`src/rtl/ps2_rx_controller.sv`:
```
// PS/2 device-to-host receiver: synchronizer, frame FSM with inter-edge watchdog, byte FIFO.
// Optional ps2_clk stability filter is enabled by defining PS2_RX_GLITCH_FILTER_EN.
module ps2_rx_controller #(
  parameter int SYNC_STAGES    = 2,
  parameter int TIMEOUT_CYCLES = 20000,
  parameter int FIFO_DEPTH     = 4
) (
  input  logic       clk,
  input  logic       rst,
  input  logic       ps2_clk,
  input  logic       ps2_data,
  output logic [7:0] data,
  output logic       valid,
  input  logic       ready,
  output logic       frame_err,
  output logic [1:0] err_type,
  output logic       overflow,
  output logic       busy
);
  // state  | meaning
  // IDLE   | waiting for a start bit
  // DATA   | shifting in 8 data bits, LSB first
  // PARITY | capturing the odd-parity bit
  // STOP   | checking the stop bit and resolving the frame
  typedef enum logic [1:0] {IDLE, DATA, PARITY, STOP} state_t;

  localparam int PW = $clog2(FIFO_DEPTH);
  localparam int CW = PW + 1;
  localparam int WW = $clog2(TIMEOUT_CYCLES);
  localparam logic [WW-1:0] WD_LAST  = WW'(TIMEOUT_CYCLES - 2);
  localparam logic [CW-1:0] FULL_CNT = CW'(FIFO_DEPTH);

  logic [SYNC_STAGES-1:0] sclk_sync_q, sclk_sync_d, sdat_sync_q, sdat_sync_d;
  logic          prev_q, prev_d;
  state_t        state_q, state_d;
  logic [2:0]    bit_cnt_q, bit_cnt_d;
  logic [7:0]    shift_q, shift_d;
  logic          par_q, par_d;
  logic [WW-1:0] wdog_q, wdog_d;
  logic          frame_err_q, frame_err_d;
  logic [1:0]    err_type_q, err_type_d;
  logic          overflow_q, overflow_d;
  logic          busy_q, busy_d;
  logic [7:0]    mem_q [FIFO_DEPTH];
  logic [7:0]    mem_d [FIFO_DEPTH];
  logic [PW-1:0] wr_ptr_q, wr_ptr_d, rd_ptr_q, rd_ptr_d;
  logic [CW-1:0] count_q, count_d;

  logic sclk, sdat, lvl, fall, timeout, push, pop, full;

`ifdef PS2_RX_GLITCH_FILTER_EN
  logic       filt_q, filt_d;
  logic [3:0] fcnt_q, fcnt_d;
`endif

  assign sclk = sclk_sync_q[SYNC_STAGES-1];
  assign sdat = sdat_sync_q[SYNC_STAGES-1];

  always_comb begin
    sclk_sync_d = {sclk_sync_q[SYNC_STAGES-2:0], ps2_clk};
    sdat_sync_d = {sdat_sync_q[SYNC_STAGES-2:0], ps2_data};
`ifdef PS2_RX_GLITCH_FILTER_EN
    // Filtered level follows the raw level only after 16 consecutive differing cycles
    filt_d = filt_q;
    fcnt_d = 4'd0;
    if (sclk != filt_q) begin
      if (fcnt_q == 4'd15) filt_d = sclk;
      else                 fcnt_d = fcnt_q + 4'd1;
    end
    lvl = filt_q;
`else
    lvl = sclk;
`endif
    fall   = prev_q & ~lvl;
    prev_d = lvl;

    state_d     = state_q;
    bit_cnt_d   = bit_cnt_q;
    shift_d     = shift_q;
    par_d       = par_q;
    frame_err_d = 1'b0;
    err_type_d  = err_type_q;
    overflow_d  = 1'b0;
    push        = 1'b0;

    wdog_d  = (state_q == IDLE || fall) ? '0 : wdog_q + WW'(1);
    // Expiry lands on the edge where the counter would reach TIMEOUT_CYCLES-1
    timeout = (state_q != IDLE) && !fall && (wdog_q == WD_LAST);

    case (state_q)
      IDLE: if (fall && !sdat) begin
        state_d   = DATA;
        bit_cnt_d = 3'd0;
      end
      DATA: if (fall) begin
        shift_d[bit_cnt_q] = sdat;
        bit_cnt_d          = bit_cnt_q + 3'd1;
        if (bit_cnt_q == 3'd7) state_d = PARITY;
      end
      PARITY: if (fall) begin
        par_d   = sdat;
        state_d = STOP;
      end
      STOP: if (fall) begin
        state_d = IDLE;
        if (!sdat) begin
          frame_err_d = 1'b1;
          err_type_d  = 2'b10;
        end else if (^{shift_q, par_q} != 1'b1) begin
          frame_err_d = 1'b1;
          err_type_d  = 2'b01;
        end else begin
          push = 1'b1;
        end
      end
      default: state_d = IDLE;
    endcase

    if (timeout) begin
      state_d     = IDLE;
      frame_err_d = 1'b1;
      err_type_d  = 2'b11;
    end
    busy_d = (state_d != IDLE);

    full     = (count_q == FULL_CNT);
    pop      = (count_q != '0) && ready;
    mem_d    = mem_q;
    wr_ptr_d = wr_ptr_q;
    rd_ptr_d = rd_ptr_q;
    count_d  = count_q;
    if (push && full && !pop) begin
      overflow_d = 1'b1;
    end else if (push) begin
      mem_d[wr_ptr_q] = shift_q;
      wr_ptr_d        = wr_ptr_q + PW'(1);
      count_d         = count_d + CW'(1);
    end
    if (pop) begin
      rd_ptr_d = rd_ptr_q + PW'(1);
      count_d  = count_d - CW'(1);
    end
  end

  always_ff @(posedge clk) begin
    if (rst) begin
      sclk_sync_q <= '1;
      sdat_sync_q <= '1;
      prev_q      <= 1'b1;
      state_q     <= IDLE;
      bit_cnt_q   <= 3'd0;
      shift_q     <= 8'h00;
      par_q       <= 1'b0;
      wdog_q      <= '0;
      frame_err_q <= 1'b0;
      err_type_q  <= 2'b00;
      overflow_q  <= 1'b0;
      busy_q      <= 1'b0;
      mem_q       <= '{default: 8'h00};
      wr_ptr_q    <= '0;
      rd_ptr_q    <= '0;
      count_q     <= '0;
`ifdef PS2_RX_GLITCH_FILTER_EN
      filt_q      <= 1'b1;
      fcnt_q      <= 4'd0;
`endif
    end else begin
      sclk_sync_q <= sclk_sync_d;
      sdat_sync_q <= sdat_sync_d;
      prev_q      <= prev_d;
      state_q     <= state_d;
      bit_cnt_q   <= bit_cnt_d;
      shift_q     <= shift_d;
      par_q       <= par_d;
      wdog_q      <= wdog_d;
      frame_err_q <= frame_err_d;
      err_type_q  <= err_type_d;
      overflow_q  <= overflow_d;
      busy_q      <= busy_d;
      mem_q       <= mem_d;
      wr_ptr_q    <= wr_ptr_d;
      rd_ptr_q    <= rd_ptr_d;
      count_q     <= count_d;
`ifdef PS2_RX_GLITCH_FILTER_EN
      filt_q      <= filt_d;
      fcnt_q      <= fcnt_d;
`endif
    end
  end

  assign data      = mem_q[rd_ptr_q];
  assign valid     = (count_q != '0);
  assign frame_err = frame_err_q;
  assign err_type  = err_type_q;
  assign overflow  = overflow_q;
  assign busy      = busy_q;
endmodule

```
`config.mk`:
```
export PLATFORM = sky130hd
export DESIGN_NAME = ps2_rx_controller
export DESIGN_NICKNAME = d
export VERILOG_FILES = /design/src/rtl/ps2_rx_controller.sv
export SDC_FILE = /design/constraint.sdc
export NUM_CORES = 1
export LEC_CHECK = 0
export ABC_AREA = 1
export BUFFER_PORTS_ARGS = -buffer_cell sky130_fd_sc_hd__buf_4
export CAP_MARGIN = 20
export CORE_ASPECT_RATIO = 0.7
export CORE_MARGIN = 5
export CORE_UTILIZATION = 60
export CTS_CLUSTER_DIAMETER = 50
export DETAILED_ROUTE_END_ITERATION = 10
export MAX_ROUTING_LAYER = met4
export PLACE_DENSITY = 0.85
export SETUP_SLACK_MARGIN = 0.3
export SLEW_MARGIN = 20
export SYNTH_ARGS = -nofsm -noshare
export SYNTH_HDL_FRONTEND = slang
export SYNTH_SLANG_ARGS = --single-unit
```
`constraint.sdc`:
```
create_clock -name clk -period 6.4 [get_ports clk]
set_input_delay 0.96 -clock clk [delete_from_list [all_inputs] [get_ports clk]]
set_output_delay 0.96 -clock clk [all_outputs]
set_load 0.005 [all_outputs]
```
Word-level counts from Yosys, hierarchy flattened:

Index checks and enable logic that the tools add are counted.

* output and inout port bits: 14
* register bits after elaboration: 78
* input bits: 5
* word-level logic and storage cells: 107

* add/sub/neg operators: 6
* reductions and logical operators: 26
* bitwise gates (word level): 5
* equal/unequal tests: 9
* $lt $le $gt $ge: 5
* muxes and demuxes: 37

Operator list (count)
* 32-bit bitwise mux: 1
* 8-bit 2-to-1 mux: 3
* 2-bit 2-to-1 mux: 11
* 8-bit binary-select mux with 2-bit select: 1
* 8-bit demux with 2-bit select: 1
* 15-bit by 1-bit adder with 15-bit output, second input constant: 1
* 15-bit == test, second input constant: 1
* 3-bit 2-to-1 mux: 5
* 1-bit 2-to-1 mux: 11
* 2-bit nonzero test: 5
* 9-bit parity: 1
* 8-bit bitwise mux: 1
* 1-bit logical AND: 8
* 2-bit case mux with 4 select lines: 1
* 3-bit by 1-bit adder with 3-bit output, second input constant: 2
* 3-bit == test, second input constant: 2
* 3-bit >= comparator, second input constant: 2
* 2-bit inverter with 3-bit output: 2
* 3-bit case mux with 2 select lines: 1
* 2-bit AND reduction: 3
* 3-bit AND reduction: 2
* 2-bit by 1-bit adder with 2-bit output, second input constant: 2
* 2-bit == test, second input constant: 2
* 3-bit by 4-bit < comparator with 1-bit output, second input constant: 1
* 15 further kinds: 18

Logic depth before layout (Yosys ltp):

Gate-level depths: netlist of the first run.

* word-level depth: 10
* gate-level depth with buffers: 20

Least setup slack after synthesis of the first run:

Ideal clock, no wire load.

* path kind: input port to flip-flop
* start point: input port ready
* end point: register count_q[1]
* setup time: 56 ps
* setup slack: 4066 ps
* arrival time: 2278 ps
* data required time: 6344 ps
* buffers on the path: 0
* stages on the path: 11
* cell sequence: nor3_1 -> inv_1 -> nand3_4 -> nand2_1 -> nand2_1 -> inv_1 -> ha_1 -> nand2_1 -> nand2_1 -> o21bai_1 -> inv_1

* cells in the longest elaborated chain, start to end: 6

Ends and longest elaborated chain
* start, declared: RTL line 14 `input logic ready,`
* 1-bit logical AND *: RTL line 127 `pop = (count_q != '0) && ready;`
* 1-bit logical NOT: RTL line 132 `if (push && full && !pop) begin`
* 1-bit logical AND: RTL line 132
* 3-bit 2-to-1 mux: RTL line 132
* 3-bit by 1-bit subtractor with 3-bit output: RTL line 141 `count_d = count_d - CW'(1);`
* 3-bit 2-to-1 mux *: RTL line 139 `if (pop) begin`
* end signal, assigned: RTL line 183 `count_q <= count_d;`
* end, declared: RTL line 47 `logic [CW-1:0] count_q, count_d;`

Every way passes the cells marked *; elsewhere a longest branch is shown, timed or not.
A chain may end at the register's enable or synchronous reset.

Final worst setup path of the first run:

* start point: register rd_ptr_q[0]
* end point: output port data[7]

* cells in the longest elaborated chain, start to end: 4

Ends and longest elaborated chain
* start, declared: RTL line 46 `logic [PW-1:0] wr_ptr_q, wr_ptr_d, rd_ptr_q, rd_ptr_d;`
* start signal, assigned: RTL line 182 `rd_ptr_q <= rd_ptr_d;`
* 2-bit inverter with 3-bit output (implied by the code): RTL line 191 `assign data = mem_q[rd_ptr_q];`
* 8-bit binary-select mux with 2-bit select: RTL line 191
* 8-bit 2-to-1 mux (implied by the code) (2 in series): RTL line 191
* end, declared: RTL line 12 `output logic [7:0] data,`

No other way between the ends. The select of a mux whose other input is x is not followed.

==> impl_summary.md, run 1 <==
Min path
The launch point of the worst hold path is sclk_sync_q[0]. The tightest min-delay check is of the reg2reg type.

Timing
The final setup skew is 0.00730 ns. Dividing the final minimum period by the clock period gives 0.474. In this run the tightest slew margin relative to its limit is 0.348. The total count of hold-check failures in the final report is 0. Setup repair after global routing left no endpoint under its margin. The highest achievable clock rate is 0.330 GHz. The slew at the pin closest to its max-slew limit is 0.971 ns.

The post-route minimum period is 3.03 ns. Summed over all failing endpoints, the final setup total negative slack is 0 ns. The final max-slew violation count is 0. Setup violations remaining at the end of the flow were counted as 0.

Synthesis
For this run, the leading register cell type out of synthesis is sky130_fd_sc_hd__dfxtp_1. The count of different cell masters after synthesis is 34. For this run, the number of Yosys warnings is 0. The netlist area before placement is 0.00396 mm2. Synthesis produced a netlist with a net count of 603. Synthesis inferred 78 register bits. sky130_fd_sc_hd__dfxtp_1 takes more of the synthesized area than any other cell. After synthesis, the share of flip-flops with an asynchronous set or reset is 0. Ranked by instance count, the synthesized netlist is headed by sky130_fd_sc_hd__nand2_1 (176), sky130_fd_sc_hd__inv_1 (99), sky130_fd_sc_hd__dfxtp_1 (78), sky130_fd_sc_hd__a21oi_1 (60), sky130_fd_sc_hd__nor2_1 (39). Of the post-synthesis cell area, the dominant cell type holds 0.395. The number of instances in the synthesized netlist is 587. In this run the mean area of a mapped cell was 6.74 um2. Yosys instantiated no cell more often than sky130_fd_sc_hd__nand2_1. For this run, the register share of the synthesized area comes to 0.395. Yosys mapped a number of flops with a built-in enable equal to 0. Yosys attributes the largest share of cell area to sky130_fd_sc_hd__dfxtp_1 (39%), sky130_fd_sc_hd__nand2_1 (17%), sky130_fd_sc_hd__inv_1 (9.4%).

Floorplan
The effective utilization at floorplan is 0.627. The number of placed I/O pins is 19. The die is 77.9 um tall.

The die width is 107 um. The initialized floorplan defines 24 standard-cell rows. The floorplan step defined a die boundary enclosing 0.00834 mm2.

The total core area is 0.00631 mm2.

Setup path
The worst setup path startpoint is rd_ptr_q[0]. The worst setup path is launched from a register. STA puts the critical path data arrival time at 2.07 ns. The peak fanout along the critical path is 25.

The startpoint of the worst-slack reg-to-reg timing path is shift_q[2]. The required arrival time at the worst endpoint is 5.44 ns. The type of the worst setup path is reg2out. The worst setup path is captured at an output port.

Layout
The post-route core utilization is 0.690. Of the cells placed in the final design, the portion with a size suffix greater than 1 is 0.130. The combined area of the multi-input logic cells is 0.00194 mm2.

The filler cell count in the final layout is 529. The sequential standard cell area is 0.00156 mm2. The number of nets in the final layout is 621. The design area is 0.00435 mm2. The number of antenna diodes in the final layout is 0. The area growth from synthesis to layout is 9.96%.

Global routing
The number of antenna violations at the first check in global routing is 0. The leftover overflow at the end of global routing is 0. The pin count of the biggest net entering global routing is 37. The via count of the first global-routing pass is 3289. The global-route wire length before repair is 14600 um.

The overall track demand over capacity in global routing is 0.221.

Clocking
The post-cts repair resize count is 0. The number of buffers on the longest clock path is 2. The number of post-CTS setup repair buffers is 0. After clock tree synthesis, the clock-pin slew on the worst setup and hold paths is 0.08 ns. The clock net sink count is 78. Counting the buffers created by CTS gives 9. CTS built an H-tree with a depth of 3. TritonCTS built the clock tree. The insertion delay of the later-clocked pin in the worst-skew pair is 0.35 ns.

The tree is rooted in a sky130_fd_sc_hd__clkbuf_8. The hold buffer count at cts is 0.

Job
The tool flagged a number of max-cap violations equal to 0.

Detailed routing
The total iterations of the first detailed-routing run is 4. The DRC violation total after the first TritonRoute iteration is 272. The number of nets still failing antenna checks after routing is 0. The total DRC errors in the routed layout is 0. Detailed routing inserted a total of 3558 vias.

The number of vias per cell after detailed routing is 5.18. After detailed routing, the average wire length per cell comes to 12.3 um. The routed wire length is 8440 um.

Power and ir drop
Summed over all cells, the static leakage comes to 1.97 nW. The worst supply voltage drop on vdd is 141 uV. In this run the power density over the cells is 243 mW/mm2.

Placement
The congestion estimate from routability-driven global placement came to 0.856. During placement, the flow inserted port buffers numbering 18. The post-DP HPWL is 6030 um. Once placement finished, the instance area stood at 0.00415 mm2.

Outcome
The flow ran to the end, and the final reports show no timing, DRC or antenna violations.
## layout make-up
type,count,area share
flip-flops and latches,78,0.359
clock inverters,4,0.0167
inverters,109,0.0958
repair buffers,18,0.0311
clock buffers,11,0.0302
multi-input cells,389,0.445
well taps,78,0.0224
## stage by stage
stage / setup slack [ns] / std cells / hold WS, ns / power [mW]
final: 3.37 / 687 / 0.414 / 1.06
after global routing: 3.25 / 687 / 0.432 / 1.11
after CTS: 3.42 / 687 / 0.412 / 1.06
after detailed placement: 3.21 / 672 / 0.394 / 0.673
after global placement: 3.31 / 672 / 0.399 / 0.667
after floorplan: 4.07 / 587 / 0.389 / 0.626
## critical path: stages, from the launching register on
cell and delay, ns:
sky130_fd_sc_hd__dfxtp_1 0.53, sky130_fd_sc_hd__inv_1 0.42, sky130_fd_sc_hd__o21ai_0 0.34, sky130_fd_sc_hd__a21oi_1 0.09, sky130_fd_sc_hd__a21oi_1 0.20, sky130_fd_sc_hd__buf_4 0.14
## power by group
| part | internal [mW] | leakage, nW | total (mW) | switching [mW] |
|---|---|---|---|---|
| combinational | 0.0530 | 1.24 | 0.150 | 0.0971 |
| clock | 0.217 | 0.0994 | 0.395 | 0.177 |
| sequential | 0.499 | 0.630 | 0.515 | 0.0159 |
## flip-flops by register name (all words and copies together) (netlist names)
name         flops
state_q          2
overflow         1
err_type         2
wdog_q          15
wr_ptr_q         2
count_q          3
par_q            1
busy             1
sclk_sync_q      2
frame_err        1
mem_q           32
prev_q           1
sdat_sync_q      2
bit_cnt_q        3
rd_ptr_q         2
shift_q          8
## kinds of logic (layout without fill, tap and decap cells)
kind of cell,count (synthesis),after routing,share of synthesized area
simple gates,282,282,0.323
buf+inv,120,142,0.116
compound gates,94,94,0.127
flops,78,78,0.395
fa+ha+maj,11,11,0.0348
xor+xnor,2,2,0.00443
## layout by cell type, fill, tap and decap left out, drive strengths merged, types with 2 or more instances in the layout
cell type	count
or2	4
nor2	67
a21oi	60
nor3	8
o21a	2
nand2	179
o21ai	23
xor2	2
nand3	14
a311oi	5
buf	18
bufinv	2
ha	11
inv	108
clkbuf	11
nand4	7
clkinv	2
dfxtp	78
nor3b	2
## routing by layer
layer / vias up / wire (um) / global-route usage
met4: 0 / 106 / 0.0690
met5: - / 0 / -
met2: 70 / 3870 / 0.351
met1: 1619 / 4060 / 0.283
li1: 1855 / - / -
met3: 14 / 406 / 0.0473
## path summary, 6_finish.rpt
path                    end  slack, ns  cells past startpoint
max                 data[7]       3.37                      5
min          sclk_sync_q[1]       0.41                      1
max reg2reg      count_q[1]       3.89                     19
min reg2reg  sclk_sync_q[1]       0.41                      1
(Power assumes the default switching activity.)
==> inputs of run 2 (changes only) <==
--- a/config.mk
+++ b/config.mk
@@ -10,11 +10,11 @@
 export CAP_MARGIN = 20
 export CORE_ASPECT_RATIO = 0.7
 export CORE_MARGIN = 5
-export CORE_UTILIZATION = 60
+export CORE_UTILIZATION = 55
 export CTS_CLUSTER_DIAMETER = 50
 export DETAILED_ROUTE_END_ITERATION = 10
 export MAX_ROUTING_LAYER = met4
-export PLACE_DENSITY = 0.85
+export PLACE_DENSITY = 0.82
 export SETUP_SLACK_MARGIN = 0.3
 export SLEW_MARGIN = 20
 export SYNTH_ARGS = -nofsm -noshare
==> constraint.sdc (replaced) <==
create_clock -name clk -period 2.6 [get_ports clk]
set_input_delay 0.39 -clock clk [delete_from_list [all_inputs] [get_ports clk]]
set_output_delay 0.39 -clock clk [all_outputs]
set_load 0.005 [all_outputs]
==> run 2 against run 1 <==
Cell count is 3.3% higher. Sequential share of layout area decreased by 0.39 points. Global-route usage decreased by 1.2 points. Power is 140% higher. Largest power group unchanged.
==> impl_summary.md, run 2 (same netlist as run 1, synthesis figures left out) <==
Layout
The library cells used most frequently in the layout, excluding fill and tap cells, are sky130_fd_sc_hd__nand2_1 (176), sky130_fd_sc_hd__inv_1 (97), sky130_fd_sc_hd__dfxtp_1 (74). The number of nets in the final layout came to 627 (+0.97%). Ranked by flip-flop count, first place goes to mem_q. The largest registers in the layout are mem_q: 32 flops, wdog_q: 15 flops, shift_q: 8 flops. The number of flip-flops under the largest register name was 32 (unchanged). The library cell used most frequently in the layout, excluding fill and tap cells, is sky130_fd_sc_hd__nand2_1. The fraction of final layout cells with drive strength greater than 1 is 0.151 (+0.0213). The final antenna diode count is 0 (unchanged). The area growth from synthesis to layout is 11.5%. The filler cell count in the final layout is 612 (+16%).

Setup path
The endpoint identified for the worst register-to-register timing path is count_q[1]. In this run the worst setup path begins at rd_ptr_q[0]. The endpoint type of the worst setup path is an output port. The cell depth of the worst flop-to-flop path is 17 (-2). The worst setup path endpoint is data[2]. The register-to-register setup slack was 0.49 ns (-3.40 ns). The arrival time of data at the critical path endpoint came to 1.78 ns (-0.29 ns). The worst register-to-register path begins at shift_q[0]. The required arrival time at the worst endpoint is 2.21 ns (-3.23 ns). STA classifies the critical path startpoint as a register.

The peak fanout along the critical path is 25 (unchanged). The type of the worst setup path is reg2out.

Timing
The setup TNS came to 0 ns (unchanged). Setup repair after global routing could not meet its margin everywhere. The total count of hold-check failures in the final report came to 0 (unchanged). The slew at the pin closest to its max-slew limit came to 0.692 ns (-0.280 ns).

The normalized max-slew margin is 0.538 (+0.190). The final setup skew came to 0.00699 ns (-0.000315 ns). The worst path needs 2.17 ns of the cycle, external delays included. The final max-slew violation count is 0 (unchanged). The highest achievable clock rate is 0.461 GHz. The final cycle utilization of the critical path is 0.835. The worst-case setup margin in the final layout is 0.429 ns (-2.94 ns). The total of endpoints with negative setup slack in the final report came to 0 (unchanged).

Global routing
The overall track demand over capacity in global routing is 0.209 (-0.0122). The leftover overflow at the end of global routing is 0 (unchanged). The number of antenna violations at the first check in global routing is 0 (unchanged).

The global-route wire length before repair is 14800 um (+1.6%). The via count of the first global-routing pass is 3334 (+1.4%). The pin count of the biggest net entering global routing is 30 (-19%).

Detailed routing
The routed wire length was 8570 um (+1.6%). The number of vias per cell after detailed routing is 5.05 (-2.6%). The routed via count is 3582 (+0.67%). The number of nets still failing antenna checks after routing came to 0 (unchanged). The total DRC errors in the routed layout is 0 (unchanged). The wire length per cell came to 12.1 um (-1.7%). The DRC violation total after the first TritonRoute iteration is 298 (+9.6%). The total iterations of the first detailed-routing run came to 5 (+1).

Min path
The launch point of the worst hold path is ps2_data. The class of the tightest hold or removal check is in2reg.

Floorplan
The total core area is 0.00688 mm2 (+9.1%). The chip height came to 81.0 um (+3.9%). The number of placement rows is 25 (+4.2%). The full die area is 0.00902 mm2 (+8.1%). The effective utilization at floorplan came to 0.575 (-0.0525). The number of placed I/O pins was 19 (unchanged). The die width is 111 um (+4.0%).

Clocking
The number of levels the H-tree was split into is 3 (unchanged). The cell at the root of the clock tree is sky130_fd_sc_hd__clkbuf_8. The TritonCTS clock tree is done.

The number of buffers added by the clock tree synthesis step is 9 (unchanged). The hold buffer count at cts is 0 (unchanged). The clock input transition at the sequential cells of the worst setup and hold paths is 0.08 ns (about the same).

The clock net sink count came to 78 (unchanged). The number of buffers on the longest clock path is 2 (unchanged). The insertion delay of the later-clocked pin in the worst-skew pair is 0.35 ns (about the same).

Job
The number of max-capacitance violations reported is 0 (unchanged).

Power and ir drop
The power per cell area is 574 mW/mm2 (+140%). The worst supply voltage drop on vdd is 378 uV (+170%). The leakage power summed over all cells was 1.99 nW (+1.1%).

Outcome
The flow ran to the end, and the final reports show no timing, DRC or antenna violations.

Placement
The post-DP HPWL was 6100 um (+1.1%). The quantity of I/O buffers inserted on ports is 18 (unchanged). The worst slack at placement came to 0.455 ns (-2.76 ns).

The global placement routability congestion was 0.856 (about the same).
run 2: cell types whose count changed in the layout (fill, tap and decap cells not counted), sizes merged:
| cell | previous run | this run |
|---|---|---|
| inv | 108 | 109 |
| bufinv | 2 | 1 |
| clkinvlp | 1 | 2 |
| buf | 18 | 24 |
run 2: how the worst min path moves through the flow:
stage,end,slack [ns],cells after the start
2_1_floorplan,sclk_sync_q[1],0.39,1
3_3_place_gp,sdat_sync_q[1],0.40,1
3_5_place_dp,sdat_sync_q[1],0.40,1
4_1_cts,sdat_sync_q[0],0.20,2
5_1_grt,sdat_sync_q[0],0.21,2
6_report,sdat_sync_q[0],0.21,2
run 2: routing by layer:
metal	global-route usage	part of all wire	wire [um]	vias to the layer above
met2	0.346	0.45	3850	109
met4	0.0693	0.0096	82	0
li1	-	-	-	1859
met5	-	0	0	-
met1	0.258	0.49	4160	1604
met3	0.0454	0.055	472	10
run 2: layout make-up:
class                           count  area, um2  share of cell area
Clock buffer                       11        131              0.0298
Tap cell                           94        118              0.0267
Clock inverter                      5       58.8              0.0133
Inverter                          109        417              0.0944
Timing Repair Buffer               24        180              0.0408
Multi-Input combinational cell    389       1940               0.440
Sequential cell                    78       1570               0.355
run 2: worst max-delay path, cell delays in order (launching register included):
cell                      delay, ns
sky130_fd_sc_hd__dfxtp_1       0.31
sky130_fd_sc_hd__inv_1         0.50
sky130_fd_sc_hd__o21ai_0       0.19
sky130_fd_sc_hd__a21oi_1       0.18
sky130_fd_sc_hd__a21oi_1       0.08
sky130_fd_sc_hd__buf_4         0.15
run 2: power by group:
part           internal (mW)  total (mW)  switching (mW)
Clock                  0.446       0.897           0.451
Combinational          0.137       0.383           0.246
Sequential              1.23        1.25          0.0256
run 2: timing repair:
action,4_1_cts,5_1_grt
gates resized for setup,0,7
setup endpoints to repair,0,27
buffers inserted,0,3
run 2: through the flow:
stage	std cells	utilization	power, mW	instance area, um2	hold WS [ns]
after floorplan	587	-	1.54	3960	0.389
after global placement	691	0.609	1.65	4190	0.397
after detailed placement	691	0.609	1.66	4190	0.399
after CTS	707	0.636	2.55	4380	0.196
after global routing	710	0.641	2.67	4410	0.207
final	710	0.641	2.53	4410	0.213
